File: config.mk
export PLATFORM = sky130hd
export DESIGN_NAME = deser_fifo_bridge
export DESIGN_NICKNAME = d
export VERILOG_FILES = /design/src/rtl/deser_fifo_pkg.sv /design/src/rtl/tick_gen.sv /design/src/rtl/deser_fifo_bridge.sv
export SDC_FILE = /design/constraint.sdc
export NUM_CORES = 1
export LEC_CHECK = 0
export ABC_CLOCK_PERIOD_IN_PS = 9000
export CAP_MARGIN = 20
export CORE_MARGIN = 3
export CORE_UTILIZATION = 45
export DETAILED_ROUTE_END_ITERATION = 16
export SLEW_MARGIN = 20
export SYNTH_ARGS = -nofsm -noshare
export SYNTH_HDL_FRONTEND = slang
export SYNTH_HIERARCHICAL = 1
export SYNTH_SLANG_ARGS = --single-unit
File: constraint.sdc
create_clock -name clk -period 9 [get_ports clk]
set_input_delay 1.8 -clock clk [delete_from_list [all_inputs] [get_ports clk]]
set_output_delay 1.8 -clock clk [all_outputs]
set_load 0.01 [all_outputs]
File: src/rtl/deser_fifo_pkg.sv
// deser_fifo_pkg: FSM states, status counter width and saturating increment shared by deser_fifo_bridge
package deser_fifo_pkg;
   typedef enum logic [1:0] {SHIFT, PARITY, HOLD} deser_state_t;
   localparam int CNT_W = 8;
   function automatic logic [CNT_W-1:0] sat_inc(input logic [CNT_W-1:0] v);
      return (v == {CNT_W{1'b1}}) ? v : v + 1'b1;
   endfunction
endpackage

File: src/rtl/tick_gen.sv
// tick_gen: one-clk enable pulse every DIV clocks, first pulse acted on DIV clocks after reset release
module tick_gen #(
   parameter int DIV = 10
) (
   input  logic clk,
   input  logic reset_n,
   output logic tick
);
   localparam int W = (DIV > 1) ? $clog2(DIV) : 1;
   logic [W-1:0] cnt;
   assign tick = (cnt == W'(DIV - 1));
   always_ff @(posedge clk or negedge reset_n)
      if (!reset_n) cnt <= '0;
      else cnt <= tick ? '0 : cnt + 1'b1;
endmodule

File: src/rtl/deser_fifo_bridge.sv
// deser_fifo_bridge: serial-to-parallel deserializer feeding a circular FIFO, tick-enabled on one clock.
// Define PARITY_CHECK_EN to require an even-parity bit after each word and count parity errors.
module deser_fifo_bridge
   import deser_fifo_pkg::*;
#(
   parameter int DATA_W    = 8,
   parameter int DEPTH     = 8,
   parameter int DESER_DIV = 10,
   parameter int QUEUE_DIV = 100,
   parameter int MSB_FIRST = 0,
   localparam int LEN_W    = $clog2(DEPTH + 1)
) (
   input  logic              clk,
   input  logic              reset_n,
   input  logic              data_in,
   input  logic              write_in,
   input  logic              dequeue_in,
   output logic [DATA_W-1:0] data_out,
   output logic              data_valid,
   output logic [LEN_W-1:0]  len,
   output logic              full,
   output logic              empty,
   output logic              deser_busy,
`ifdef PARITY_CHECK_EN
   output logic [CNT_W-1:0]  parity_err_cnt,
`endif
   output logic [CNT_W-1:0]  drop_cnt
);
   localparam int AW = $clog2(DEPTH);
   localparam int BW = $clog2(DATA_W);

   logic d_tick, q_tick;
   deser_state_t state, state_nxt;
   logic [DATA_W-1:0] shreg;
   logic [BW-1:0] bit_cnt;
   logic [DATA_W-1:0] mem [DEPTH];
   logic [AW-1:0] rd, wr;
   logic bit_in, last_bit, push, pop;
   logic [LEN_W-1:0] len_nxt;

   tick_gen #(.DIV(DESER_DIV)) u_deser_tick (.clk(clk), .reset_n(reset_n), .tick(d_tick));
   tick_gen #(.DIV(QUEUE_DIV)) u_queue_tick (.clk(clk), .reset_n(reset_n), .tick(q_tick));

   assign bit_in     = d_tick && write_in;
   assign last_bit   = (bit_cnt == BW'(DATA_W - 1));
   assign deser_busy = (state == HOLD);
   // a full FIFO still accepts the staged word when the same tick pops
   assign push       = q_tick && deser_busy && (!full || dequeue_in);
   assign pop        = q_tick && dequeue_in && !empty;
   assign len_nxt    = len + LEN_W'(push) - LEN_W'(pop);

`ifdef PARITY_CHECK_EN
   logic par_ok;
   assign par_ok = ~^{shreg, data_in};
`endif

   always_comb begin
      state_nxt = state;
      case (state)
`ifdef PARITY_CHECK_EN
         SHIFT:   if (bit_in && last_bit) state_nxt = PARITY;
         PARITY:  if (bit_in) state_nxt = par_ok ? HOLD : SHIFT;
`else
         SHIFT:   if (bit_in && last_bit) state_nxt = HOLD;
`endif
         HOLD:    if (push) state_nxt = SHIFT;
         default: state_nxt = SHIFT;
      endcase
   end

   always_ff @(posedge clk or negedge reset_n) begin
      if (!reset_n) begin
         state    <= SHIFT;
         shreg    <= '0;
         bit_cnt  <= '0;
         drop_cnt <= '0;
`ifdef PARITY_CHECK_EN
         parity_err_cnt <= '0;
`endif
      end else begin
         state <= state_nxt;
         if (state == SHIFT && bit_in) begin
            shreg   <= (MSB_FIRST != 0) ? {shreg[DATA_W-2:0], data_in} : {data_in, shreg[DATA_W-1:1]};
            bit_cnt <= last_bit ? '0 : bit_cnt + 1'b1;
         end
         if (deser_busy && bit_in) drop_cnt <= sat_inc(drop_cnt);
`ifdef PARITY_CHECK_EN
         if (state == PARITY && bit_in && !par_ok) parity_err_cnt <= sat_inc(parity_err_cnt);
`endif
      end
   end

   always_ff @(posedge clk)
      if (push) mem[wr] <= shreg;

   always_ff @(posedge clk or negedge reset_n) begin
      if (!reset_n) begin
         rd         <= '0;
         wr         <= '0;
         len        <= '0;
         full       <= 1'b0;
         empty      <= 1'b1;
         data_out   <= '0;
         data_valid <= 1'b0;
      end else begin
         data_valid <= pop;
         if (pop) begin
            data_out <= mem[rd];
            rd       <= rd + 1'b1;
         end
         if (push) wr <= wr + 1'b1;
         len   <= len_nxt;
         full  <= (len_nxt == LEN_W'(DEPTH));
         empty <= (len_nxt == '0);
      end
   end
endmodule
; ---- Yosys cells after proc, flatten, opt, wreduce, memory -nomap -nowiden
; Memories as Yosys holds them, arrays and structs flattened. A register that Yosys moved wholly into a read port is not among the register bits.
; Index checks and enable logic that the tools add are counted.
[classes]
n_eq_ne = 8
addsub = 8
n_mux = 8
n_reduce_logical = 16
n_bitwise = 1
[ops]
columns = cell, n
row1 = $add 3x1->3 const B, 3
row2 = $add 8x1->8 const B, 1
row3 = $eq 4x4->1 const B, 2
row4 = $eq 8x8->1 const B, 1
row5 = $logic_and 1x1->1, 8
row6 = $add 7x1->7 const B, 1
row7 = $eq 7x7->1 const B, 1
row8 = $mux 7, 1
row9 = $add 4x1->4, 1
row10 = $add 4x1->4 const B, 1
row11 = $logic_not 4->1, 1
row12 = $mux 2, 2
row13 = $mux 4, 1
row14 = $pmux 2 s2, 1
row15 = $reduce_and 2->1, 2
row16 = $sub 4x1->4, 1
row17 = $eq 3x3->1 const B, 1
row18 = $logic_not 1->1, 3
row19 = $mux 3, 1
row20 = $eq 2x2->1 const B, 1
row21 = $logic_not 2->1, 1
row22 = $mux 1, 2
row23 = $ne 2x1->1 const B, 1
row24 = $ne 2x2->1 const B, 1
row25 = other kinds (2), 2
[word_totals]
n_memories = 1
word_cells = 54
ff_bits = 45
mem_bits_rw = 64
out_inout_bits = 24
[memory_table]
columns = name, depth, word_bits, read_ports, rd_ports_with_merged_regs, wr, line
row1 = mem, 8, 8, 1, 1, 1, deser_fifo_bridge.sv:36  ; logic [DATA_W-1:0] mem [DEPTH];

; ---- Longest topological paths before layout
; Gate-level depths: netlist of run 1.
[logic_depth]
ltp_word = 6
ltp_mapped = 15
mapped_depth_nobuf = 14

; ---- Hierarchy
; Netlist of run 1, hierarchy kept.
[modules_own_cells]
columns = module, area_each_um2, cells_per_inst, instances
row1 = deser_fifo_bridge, 4289.1, 286, 1
row2 = tick_gen (u_queue_tick), 345.3, 29, 1
row3 = tick_gen (u_deser_tick), 171.4, 15, 1

; ---- Worst setup path after synthesis of run 1
; Ideal clock, no wire load.
[synth_timing]
path_kind = in2reg
start = in dequeue_in
end = reg full
required_time_ns = 8.927
path_stages = 12
slack_ns = 5.108
path_buffers = 1
t_arrival_ns = 3.820
setup_time_ns = 0.073
cell_sequence = nand2_1 > or2_2 > clkbuf_1 > inv_1 > ha_1 > inv_1 > ha_1 > inv_1 > fa_1 > inv_1 > or3_1 > nor2b_1
[synth_between]
word_cells_on_any_way = 7
[synth_lines]
columns = item, line
row1 = from (decl), deser_fifo_bridge.sv:17  ; input logic dequeue_in,
row2 = $logic_and 1x1->1 (2 in a row), deser_fifo_bridge.sv:49  ; assign pop = q_tick && dequeue_in && !empty;
row3 = named net pop, deser_fifo_bridge.sv:38  ; logic bit_in, last_bit, push, pop;
row4 = $sub 4x1->4, deser_fifo_bridge.sv:50  ; assign len_nxt = len + LEN_W'(push) - LEN_W'(pop);
row5 = named net len_nxt[1], deser_fifo_bridge.sv:39  ; logic [LEN_W-1:0] len_nxt;
row6 = $eq 4x4->1, deser_fifo_bridge.sv:113  ; full <= (len_nxt == LEN_W'(DEPTH));
row7 = to (signal assigned), deser_fifo_bridge.sv:113
row8 = to (decl), deser_fifo_bridge.sv:21  ; output logic full,
; The timed path passes the listed nets, and every way through them passes these cells.
; A chain may end at the register's enable or synchronous reset.

; ---- Final worst setup path of run 1
; Ends and elaborated chain as after synthesis.

==> impl_metrics.env, run 1 <==
export IMPL_worst_slew_pin_slew_ns=0.7609
export IMPL_ctsHtreeMaxLevel=4
export IMPL_finalCriticalPeriod_ns=3.994
export IMPL_synth_top_cell_area_share_pct=39.99
export IMPL_std_cell_rows=37
export IMPL_netlist_cell_type_count=45
export IMPL_dr_first_iter_drc_count=119
export IMPL_antenna_diode_count=0
export IMPL_die_area_sq_mm=0.01196
export IMPL_yosysSeqAreaShare_pct=67.09
export IMPL_crit_path_start_kind="input port"
export IMPL_remaining_drc_errors=0
export IMPL_grt_pass1_wl_um=13720
export IMPL_cts_repair_timing_setup_buffer_count=0
export IMPL_pwr_density_cell_mw_per_mm2=216.8
export IMPL_worst_r2r_setup_slack_ns=5.73
export IMPL_dp_final_hpwl_um=5254
export IMPL_fin_crit_sh_pct=44.38
export IMPL_drt_pre_antenna_iters=4
export IMPL_synth_avg_cell_area_sq_um=14.56
export IMPL_rsz0062_at_grt="false"
export IMPL_setup_violations_final=0
export IMPL_wire_per_inst_um=15.49
export IMPL_die_height_um=109.3
export IMPL_synth_warnings=6
export IMPL_worst_endpoint_required_ns=9.43
export IMPL_gpl_final_weighted_congestion=0.7661
export IMPL_final_hold_viol_count=0
export IMPL_clock_root_buffer="sky130_fd_sc_hd__clkbuf_8"
export IMPL_p_total_mw=1.256
export IMPL_synth_enable_flop_cells=64
export IMPL_grt_antenna_before_repair=0
export IMPL_power_leakage_nw=2.364
export IMPL_cp_arrival_ns=4.42
export IMPL_num_io_pins=29
export IMPL_drv_cap=0
export IMPL_grt_max_degree=53
export IMPL_totalNegativeSetupSlack_ns=0
export IMPL_synth_area_leader_cell="sky130_fd_sc_hd__edfxtp_1"
export IMPL_wl_um=8055
export IMPL_cts_resized=0
export IMPL_core_region_area_sq_mm=0.01037
export IMPL_grt_pass1_vias=2684
export IMPL_starting_utilization_of_the_core_area_pct=46.34
export IMPL_via_to_cell_ratio=5.063
export IMPL_layout_drive_gt1_share_pct=18.49
export IMPL_cts_buffers_inserted=17
export IMPL_clkTransAtPathRegs_ns=0.05
export IMPL_routed_via_count=2633
export IMPL_io_buffer_count=28
export IMPL_post_synth_and_or_nand_nor_area_fraction_pct=9.190
export IMPL_dominant_combinational_cell_family_by_area_after_synthesis="multiplexers"
export IMPL_maxClockFrequency_mhz=250.4
export IMPL_synth_area_leaders="sky130_fd_sc_hd__edfxtp_1 (40%), sky130_fd_sc_hd__dfrtp_1 (27%), sky130_fd_sc_hd__mux2_2 (6.6%)"
export IMPL_total_grt_overflow=0
export IMPL_tritoncts="done"
export IMPL_setup_worst_path_class="in -> reg"
export IMPL_worst_skew_pair_late_latency_ns=0.50
export IMPL_post_synth_instance_area_sq_mm=0.004806
export IMPL_timing_critical_path_to_type="flip-flop"
export IMPL_synth_nets=346
export IMPL_syn_to_final_growth_pct=20.52
export IMPL_synth_compound_area_share_pct=5.988
export IMPL_die_width_um=109.3
export IMPL_max_vdd_ir_drop_uv=131.8
export IMPL_adder_cell_area_share_of_the_yosys_netlist_pct=3.020
export IMPL_critical_path_max_fanout=19
export IMPL_track_usage_pct=15.20
export IMPL_worst_slew_margin_rel_pct=49.09
export IMPL_clock_path_buffers=2
export IMPL_postSynthRegisterBits=116
export IMPL_finish_net_count=387
export IMPL_postSynthCellCount=330
export IMPL_synth_flop_cell="sky130_fd_sc_hd__edfxtp_1"
export IMPL_post_synth_mux_area_share_pct=10.10
export IMPL_outcome="finished clean"
export IMPL_async_set_reset_flop_share_out_of_synthesis_pct=44.83
export IMPL_detail_route_antenna_nets=0
export IMPL_numClockSinks=116
export IMPL_final_setup_skew_ns=0.01175
export IMPL_cts_hold_buf=0
export IMPL_xor_xnor_fraction_of_synth_area_pct=2.005
export IMPL_min_path_type="reg -> reg"
export IMPL_timing_max_transition_violations_final=0
==> per-stage QoR <==
stage	util [%]	instances	hold slack, ns	cell area (sq um)	setup WS [ns]
global route	55.85	520	0.5160	5792	4.838
CTS	55.80	520	0.4804	5787	4.990
detailed placement	50.05	488	0.4748	5190	4.449
global placement	50.05	488	0.4678	5190	4.514
finish	55.85	520	0.4779	5792	5.006
floorplan	-	330	0.4533	4806	5.108
==> synthesized netlist by cell type (2+ instances only) <==
master and n:
sky130_fd_sc_hd__nor2b_2 2, sky130_fd_sc_hd__o22ai_1 8, sky130_fd_sc_hd__nand2_1 28, sky130_fd_sc_hd__nor3_1 6, sky130_fd_sc_hd__edfxtp_1 64, sky130_fd_sc_hd__buf_12 2, sky130_fd_sc_hd__mux2i_1 17, sky130_fd_sc_hd__buf_2 2
sky130_fd_sc_hd__buf_6 2, sky130_fd_sc_hd__nand2b_1 6, sky130_fd_sc_hd__mux2_2 28, sky130_fd_sc_hd__xnor2_1 10, sky130_fd_sc_hd__dfrtp_1 51, sky130_fd_sc_hd__a21o_1 2, sky130_fd_sc_hd__nand3_1 8, sky130_fd_sc_hd__and2_1 2
sky130_fd_sc_hd__or2_2 2, sky130_fd_sc_hd__nor2_1 16, sky130_fd_sc_hd__nand4_1 2, sky130_fd_sc_hd__inv_1 11, sky130_fd_sc_hd__a21oi_1 3, sky130_fd_sc_hd__nor2b_1 2, sky130_fd_sc_hd__a31oi_1 6, sky130_fd_sc_hd__o21ai_1 8
sky130_fd_sc_hd__clkbuf_1 2, sky130_fd_sc_hd__ha_1 10, sky130_fd_sc_hd__a221o_1 9, sky130_fd_sc_hd__and3_1 3, sky130_fd_sc_hd__nor2_2 2
==> placed cells by master, fill, tap and decap left out, types with 3 or more instances in the layout <==
master                             n
sky130_fd_sc_hd__bufinv_16         4
sky130_fd_sc_hd__a31oi_1           6
sky130_fd_sc_hd__buf_4             3
sky130_fd_sc_hd__clkinv_1          3
sky130_fd_sc_hd__clkdlybuf4s50_1  27
sky130_fd_sc_hd__o21ai_1           8
sky130_fd_sc_hd__a221o_1           9
sky130_fd_sc_hd__nand2b_1          6
sky130_fd_sc_hd__nand3_1           8
sky130_fd_sc_hd__mux2i_1          17
sky130_fd_sc_hd__nor2_1           16
sky130_fd_sc_hd__inv_1            11
sky130_fd_sc_hd__clkbuf_1          3
sky130_fd_sc_hd__dfrtp_1          51
sky130_fd_sc_hd__o22ai_1           8
sky130_fd_sc_hd__nor3_1            5
sky130_fd_sc_hd__mux2_2           28
sky130_fd_sc_hd__edfxtp_1         64
sky130_fd_sc_hd__and3_1            3
sky130_fd_sc_hd__clkbuf_16        16
sky130_fd_sc_hd__ha_1             10
sky130_fd_sc_hd__a21oi_1           3
sky130_fd_sc_hd__nand2_1          28
sky130_fd_sc_hd__xnor2_1          10
==> state kept, by name (all words and copies together) (netlist names) <==
name and cells:
mem 64, data_out 8, drop_cnt 8, shreg 8, u_queue_tick/cnt 7, len 4
u_deser_tick/cnt 4, bit_cnt 3, rd 3, wr 3, data_valid 1, empty 1
full 1, state 1
==> path summary, 6_finish.rpt <==
check,from,cells past startpoint,endpoint
worst max register to register,u_queue_tick/cnt[2],13,full
worst min register to register,u_queue_tick/cnt[0],1,u_queue_tick/cnt[0]
min in group asynchronous,reset_n,2,data_out[2]
worst max-delay path,dequeue_in,12,full
max in group asynchronous,reset_n,2,u_queue_tick/cnt[0]
worst min-delay path,u_queue_tick/cnt[0],1,u_queue_tick/cnt[0]
==> logic make-up after synthesis <==
kind of cell,after synthesis
xor+xnor,11
flops,116
simple gates,86
mux,45
buf+inv,20
fa+ha+maj,11
compound gates,41
==> power breakdown <==
group / internal, mW / switching (mW) / leakage (nW)
clock: 0.453 / 0.220 / 0.288
sequential: 0.564 / 0.00483 / 1.34
combinational: 0.00590 / 0.00816 / 0.734
total: 1.02 / 0.233 / 2.36
==> layer usage <==
metal  GRT usage [%]  share of wire, %  vias to the layer above  wire length (um)
met2           22.54                44                       50              3574
met5               0                 0                        -                 0
met4           5.343               1.2                        0                96
met3           4.521               3.0                        8               241
li1                -                 -                     1303                 -
met1           21.39                51                     1272              4142
==> worst max-delay path: stages <==
cell	delay (ns)
sky130_fd_sc_hd__clkdlybuf4s50_1	0.49
sky130_fd_sc_hd__nand2_1	0.06
sky130_fd_sc_hd__or2_2	0.42
sky130_fd_sc_hd__inv_1	0.16
sky130_fd_sc_hd__ha_1	0.24
sky130_fd_sc_hd__inv_1	0.05
sky130_fd_sc_hd__ha_1	0.15
sky130_fd_sc_hd__inv_1	0.05
sky130_fd_sc_hd__fa_1	0.48
sky130_fd_sc_hd__inv_1	0.05
sky130_fd_sc_hd__or3_1	0.35
sky130_fd_sc_hd__nor2b_1	0.11
==> area by class of cell <==
cell class	instances	area (sq um)
Clock buffer	21	439.2
Clock inverter	11	157.7
Fill cell	840	4578
Inverter	11	41.29
Multi-Input combinational cell	194	1461
Sequential cell	116	3224
Tap cell	136	170.2
Timing Repair Buffer	31	297.8
Power figures use the tool's default switching activity.
==> run 2, diff against run 1 <==
Settings changed: ABC_CLOCK_PERIOD_IN_PS 9000 to 3800.
Clock period 9 ns to 3.8 ns, I/O delays scaled along.
==> run 2 against run 1 <==
Effect of this change: setup slack got worse by 4.3 ns; first-iteration DRC count increased by 17%; via count increased by 2.0%; sequential share of layout area decreased by 0.52 points; cell count increased by 0.77%; core utilization increased by 0.53 points; highest routed layer unchanged; clock power increased by 150%; global-route usage decreased by 0.051 points.
==> impl_metrics.env, run 2 (synthesized netlist as in run 1, its figures left out) <==
export IMPL_crit_path_start_kind="flip-flop"
export IMPL_finalInstanceArea_sq_mm=0.005847
export IMPL_clkTransAtPathRegs_ns=0.06
export IMPL_clock_path_buffers=2
export IMPL_clock_root_buffer="sky130_fd_sc_hd__clkbuf_8"
export IMPL_final_setup_skew_ns=0.009862
export IMPL_dp_cells=492
export IMPL_crit_path_cell_trace="ha_1, nand3_1, nor2_8, nand2_1, or2_2, inv_1, ha_1, inv_1, ha_1, inv_1, fa_1, xnor2_1, or3_1, nor2b_1"
export IMPL_critical_path_max_stage_delay_ns=0.39
export IMPL_detail_route_antenna_nets=0
export IMPL_power_leakage_nw=2.390
export IMPL_routed_via_count=2686
export IMPL_cts_repair_timing_setup_buffer_count=0
export IMPL_setup_worst_path_class="reg -> reg"
export IMPL_antenna_diode_count=0
export IMPL_syn_to_final_growth_pct=21.66
export IMPL_worst_r2r_setup_slack_ns=0.67
export IMPL_track_usage_pct=15.15
export IMPL_cts_hold_buf=0
export IMPL_ctsHtreeMaxLevel=4
export IMPL_mostFrequentLayoutCells="sky130_fd_sc_hd__edfxtp_1 (64), sky130_fd_sc_hd__dfrtp_1 (51), sky130_fd_sc_hd__nand2_1 (28), sky130_fd_sc_hd__mux2_2 (28), sky130_fd_sc_hd__clkdlybuf4s50_1 (27)"
export IMPL_starting_utilization_of_the_core_area_pct=46.34
export IMPL_cp_arrival_ns=3.56
export IMPL_wl_um=7853
export IMPL_dr_first_iter_drc_count=139
export IMPL_final_hold_viol_count=0
export IMPL_maxClockFrequency_mhz=319.9
export IMPL_finish_net_count=391
export IMPL_r2r_end="full"
export IMPL_setup_violations_final=0
export IMPL_remaining_drc_errors=0
export IMPL_totalNegativeSetupSlack_ns=0
export IMPL_grt_pass1_vias=2746
export IMPL_layout_drive_gt1_share_pct=20.10
export IMPL_core_region_area_sq_mm=0.01037
export IMPL_max_vdd_ir_drop_uv=273.4
export IMPL_worst_endpoint_required_ns=4.24
export IMPL_crit_slowest_cell="sky130_fd_sc_hd__dfrtp_1"
export IMPL_grt_max_degree=28
export IMPL_max_flop_register="mem"
export IMPL_tritoncts="done"
export IMPL_std_cell_rows=37
export IMPL_io_buffer_count=28
export IMPL_grt_pass1_wl_um=13490
export IMPL_timing_max_transition_violations_final=0
export IMPL_largest_register_ffs=64
export IMPL_finalCoreUtilization_pct=56.38
export IMPL_numClockSinks=116
export IMPL_cts_buffers_inserted=17
export IMPL_worst_skew_pair_late_latency_ns=0.51
export IMPL_die_width_um=109.3
export IMPL_cts_resized=0
export IMPL_worst_r2r_startpoint="u_queue_tick/cnt[0]"
export IMPL_total_grt_overflow=0
export IMPL_min_path_type="in -> async"
export IMPL_pwr_density_cell_mw_per_mm2=520.5
export IMPL_critical_path_max_fanout=6
export IMPL_rsz0062_at_grt="false"
export IMPL_dp_final_hpwl_um=5361
export IMPL_drt_pre_antenna_iters=4
export IMPL_finalCriticalPeriod_ns=3.126
export IMPL_placedInstanceArea_sq_mm=0.005220
export IMPL_timing_hold_ws_ns=0.2510
export IMPL_gpl_final_weighted_congestion=0.8064
export IMPL_via_to_cell_ratio=5.126
export IMPL_timing_critical_path_to_type="flip-flop"
export IMPL_most_common_cell_after_layout_fill_and_taps_aside="sky130_fd_sc_hd__edfxtp_1"
export IMPL_grt_antenna_before_repair=0
export IMPL_fin_crit_sh_pct=82.26
export IMPL_die_area_sq_mm=0.01196
export IMPL_worst_slew_margin_rel_pct=32.35
export IMPL_worst_r2r_path_depth=14
export IMPL_final_cell_count_no_fill=524
export IMPL_wire_per_inst_um=14.99
export IMPL_num_io_pins=29
export IMPL_drv_cap=0
export IMPL_worst_slew_pin_slew_ns=1.015
export IMPL_outcome="finished clean"
export IMPL_die_height_um=109.3
==> run 2: cell types whose count changed in the layout (fill, tap and decap cells not counted), sizes merged <==
cell,previous run,this run
clkbuf,21,17
bufinv,4,5
buf,4,8
clkinvlp,1,3
clkinv,6,7
==> run 2: power by group <==
group          switching, mW  internal, mW  total, mW
registers             0.0100          1.33       1.34
logic                 0.0187        0.0139     0.0326
clock network          0.544          1.12       1.67
total                  0.573          2.47       3.04
==> run 2: critical path, delay by kind of cell (launching register included) <==
kind | cells | cell delay (ns)
flip-flops | 1 | 0.39
adder cells (fa/ha/maj) | 4 | 1.07
XOR/XNOR | 1 | 0.17
buffers and inverters | 3 | 0.24
AND/OR/NAND/NOR | 6 | 1.21
==> run 2: worst max path at each step <==
stage                        start   end  slack, ns  cells past startpoint
2_1_floorplan  u_queue_tick/cnt[2]  full       0.68                     14
3_3_place_gp            dequeue_in  full       0.58                     12
3_5_place_dp            dequeue_in  full       0.49                     12
4_1_cts        u_queue_tick/cnt[0]  full       0.64                     14
5_1_grt        u_queue_tick/cnt[0]  full       0.42                     14
6_report       u_queue_tick/cnt[0]  full       0.67                     14
==> run 2: stage by stage <==
step	power [mW]	worst slack [ns]
3_5_place_dp	1.403	0.4860
5_1_grt	3.146	0.4241
4_1_cts	3.073	0.6432
6_report	3.043	0.6741
2_1_floorplan	1.381	0.6834
3_3_place_gp	1.401	0.5769
==> run 2: layout make-up <==
type | instances | area [sq um]
Fill cell | 867 | 4523
Timing Repair Buffer | 35 | 327.8
Multi-Input combinational cell | 194 | 1456
Tap cell | 136 | 170.2
Sequential cell | 116 | 3224
Inverter | 11 | 41.29
Clock inverter | 15 | 212.7
Clock buffer | 17 | 414.1
==> run 2: routing by layer <==
| metal | vias up | global-route usage (%) | part of all wire [%] |
|---|---|---|---|
| met5 | - | 0 | 0 |
| met4 | 0 | 7.480 | 1.6 |
| met3 | 10 | 3.876 | 3.7 |
| met2 | 54 | 23.10 | 47 |
| met1 | 1308 | 20.22 | 47 |
| li1 | 1314 | - | - |
==> run 3, diff against run 2 <==
Settings changed: ABC_CLOCK_PERIOD_IN_PS 3800 to 2850, PLACE_DENSITY from default to 0.66.
Clock period 3.8 ns to 2.85 ns, I/O delays scaled along.
==> run 3 against run 2 <==
Effect of this change: register-to-register slack worse by 0.57 ns; non-clock buffer count increased by 13; hold slack worse by 0.048 ns; via count is 2.8% higher; design area increased by 3.0%; critical endpoint unchanged; highest routed layer unchanged.
==> impl_metrics.env, run 3 (synthesized netlist as in run 1, its figures left out) <==
export IMPL_outcome="finished clean"
export IMPL_gpl_final_weighted_congestion=0.7445
export IMPL_switching_share_of_power_pct=19.17
export IMPL_die_width_um=109.3
export IMPL_io_buffer_count=28
export IMPL_rsz0062_at_grt="false"
export IMPL_dr_first_iter_drc_count=122
export IMPL_drv_cap=0
export IMPL_finalCriticalPeriod_ns=2.743
export IMPL_finish_net_count=404
export IMPL_remaining_drc_errors=0
export IMPL_worst_endpoint_required_ns=3.28
export IMPL_cts_repair_timing_setup_buffer_count=0
export IMPL_critical_path_max_fanout=3
export IMPL_dp_final_hpwl_um=5456
export IMPL_syn_to_final_growth_pct=25.25
export IMPL_worst_skew_pair_late_latency_ns=0.51
export IMPL_final_hold_viol_count=0
export IMPL_cellInternalPower_mw=3.402
export IMPL_total_switching_power_uw=807.0
export IMPL_min_setup_slack_post_route_ns=0.1074
export IMPL_seqPwrFrac_pct=42.6
export IMPL_crit_path_start_kind="flip-flop"
export IMPL_routed_via_count=2762
export IMPL_cts_hold_buf=0
export IMPL_die_height_um=109.3
export IMPL_via_to_cell_ratio=5.143
export IMPL_worst_slew_margin_rel_pct=35.62
export IMPL_tritoncts="done"
export IMPL_antenna_diode_count=0
export IMPL_p_clk_share_pct=56.3
export IMPL_cts_resized=0
export IMPL_pwr_density_cell_mw_per_mm2=699.3
export IMPL_clkTransAtPathRegs_ns=0.06
export IMPL_starting_utilization_of_the_core_area_pct=46.34
export IMPL_cts_buffers_inserted=17
export IMPL_core_region_area_sq_mm=0.01037
export IMPL_fin_crit_sh_pct=96.23
export IMPL_clock_path_buffers=2
export IMPL_num_io_pins=29
export IMPL_grt_antenna_before_repair=0
export IMPL_track_usage_pct=15.82
export IMPL_setup_violations_final=0
export IMPL_wire_per_inst_um=15.94
export IMPL_fill_count=825
export IMPL_cp_arrival_ns=3.18
export IMPL_drt_pre_antenna_iters=4
export IMPL_total_grt_overflow=0
export IMPL_die_area_sq_mm=0.01196
export IMPL_grt_pass1_vias=2736
export IMPL_numClockSinks=116
export IMPL_max_flop_register="mem"
export IMPL_maxClockFrequency_mhz=364.6
export IMPL_layout_drive_gt1_share_pct=24.69
export IMPL_final_setup_skew_ns=0.01601
export IMPL_clock_root_buffer="sky130_fd_sc_hd__clkbuf_8"
export IMPL_grt_pass1_wl_um=14040
export IMPL_std_cell_rows=37
export IMPL_timing_critical_path_to_type="flip-flop"
export IMPL_max_vdd_ir_drop_uv=374.7
export IMPL_largest_register_ffs=64
export IMPL_setup_worst_path_class="reg -> reg"
export IMPL_detail_route_antenna_nets=0
export IMPL_worst_slew_pin_slew_ns=0.9657
export IMPL_ctsHtreeMaxLevel=4
export IMPL_min_path_type="in -> async"
export IMPL_power_share_combinational_pct=1.1
export IMPL_grt_max_degree=43
export IMPL_most_common_cell_after_layout_fill_and_taps_aside="sky130_fd_sc_hd__edfxtp_1"
export IMPL_dp_cells=505
export IMPL_final_cell_count_no_fill=537
export IMPL_mostFrequentLayoutCells="sky130_fd_sc_hd__edfxtp_1 (64), sky130_fd_sc_hd__dfrtp_1 (51), sky130_fd_sc_hd__nand2_1 (28), sky130_fd_sc_hd__mux2_2 (28), sky130_fd_sc_hd__clkdlybuf4s50_1 (27)"
export IMPL_wl_um=8559
export IMPL_timing_max_transition_violations_final=0
export IMPL_pre_cts_ws_ns=-0.08188
export IMPL_power_leakage_nw=2.472
-- run 3: final timing paths --
| path | startpoint | end | slack, ns | cells after the start |
|---|---|---|---|---|
| min in group clk | u_queue_tick/cnt[0] | u_queue_tick/cnt[0] | 0.48 | 1 |
| min | reset_n | bit_cnt[0] | 0.20 | 1 |
| max | u_queue_tick/cnt[4] | full | 0.11 | 13 |
| max in group asynchronous | reset_n | data_out[6] | 1.95 | 2 |
| max reg2reg | u_queue_tick/cnt[4] | full | 0.11 | 13 |
| min reg2reg | u_queue_tick/cnt[0] | u_queue_tick/cnt[0] | 0.48 | 1 |
-- run 3: layer usage --
metal / global-route usage, % / share of wire (%)
met5: 0 / 0
met4: 6.144 / 1.1
met3: 4.639 / 2.6
met2: 25.15 / 50
met1: 20.56 / 47
-- run 3: power by group through the flow --
stage,combinational (mW),clock (mW),sequential (mW)
2_1_floorplan,0.0206,0,1.82
3_3_place_gp,0.0458,0,1.82
3_5_place_dp,0.0481,0,1.83
4_1_cts,0.0484,2.41,1.79
5_1_grt,0.0531,2.49,1.79
6_report,0.0458,2.37,1.79
-- run 3: cell type report --
class	instances	area [sq um]	share of cell area [%]
well taps	136	170.2	2.827
clock buffers	17	414.1	6.880
clock inverters	15	252.7	4.199
flip-flops and latches	116	3224	53.56
repair buffers	48	425.4	7.067
inverters	11	43.79	0.7275
multi-input cells	194	1489	24.74
-- run 3: stage by stage --
stage	setup TNS, ns	power (mW)	util (%)	instance area, sq um	hold WS, ns
global placement	-0.05138	1.870	51.62	5353	0.4636
floorplan	-0.07938	1.841	-	4851	0.2744
global route	0	4.342	58.05	6020	0.2745
CTS	0	4.250	58.05	6020	0.2426
finish	0	4.209	58.05	6020	0.2031
detailed placement	-0.1434	1.874	51.62	5353	0.4695
-- run 3: critical path, stage by stage (launching register included) --
cell	delay [ns]
sky130_fd_sc_hd__dfrtp_1	0.37
sky130_fd_sc_hd__or3_4	0.42
sky130_fd_sc_hd__nor2_8	0.10
sky130_fd_sc_hd__nand2_1	0.05
sky130_fd_sc_hd__or2_4	0.24
sky130_fd_sc_hd__inv_4	0.06
sky130_fd_sc_hd__ha_4	0.19
sky130_fd_sc_hd__inv_2	0.06
sky130_fd_sc_hd__ha_4	0.12
sky130_fd_sc_hd__inv_2	0.03
sky130_fd_sc_hd__fa_1	0.49
sky130_fd_sc_hd__inv_1	0.05
sky130_fd_sc_hd__or3_1	0.38
sky130_fd_sc_hd__nor2b_1	0.11
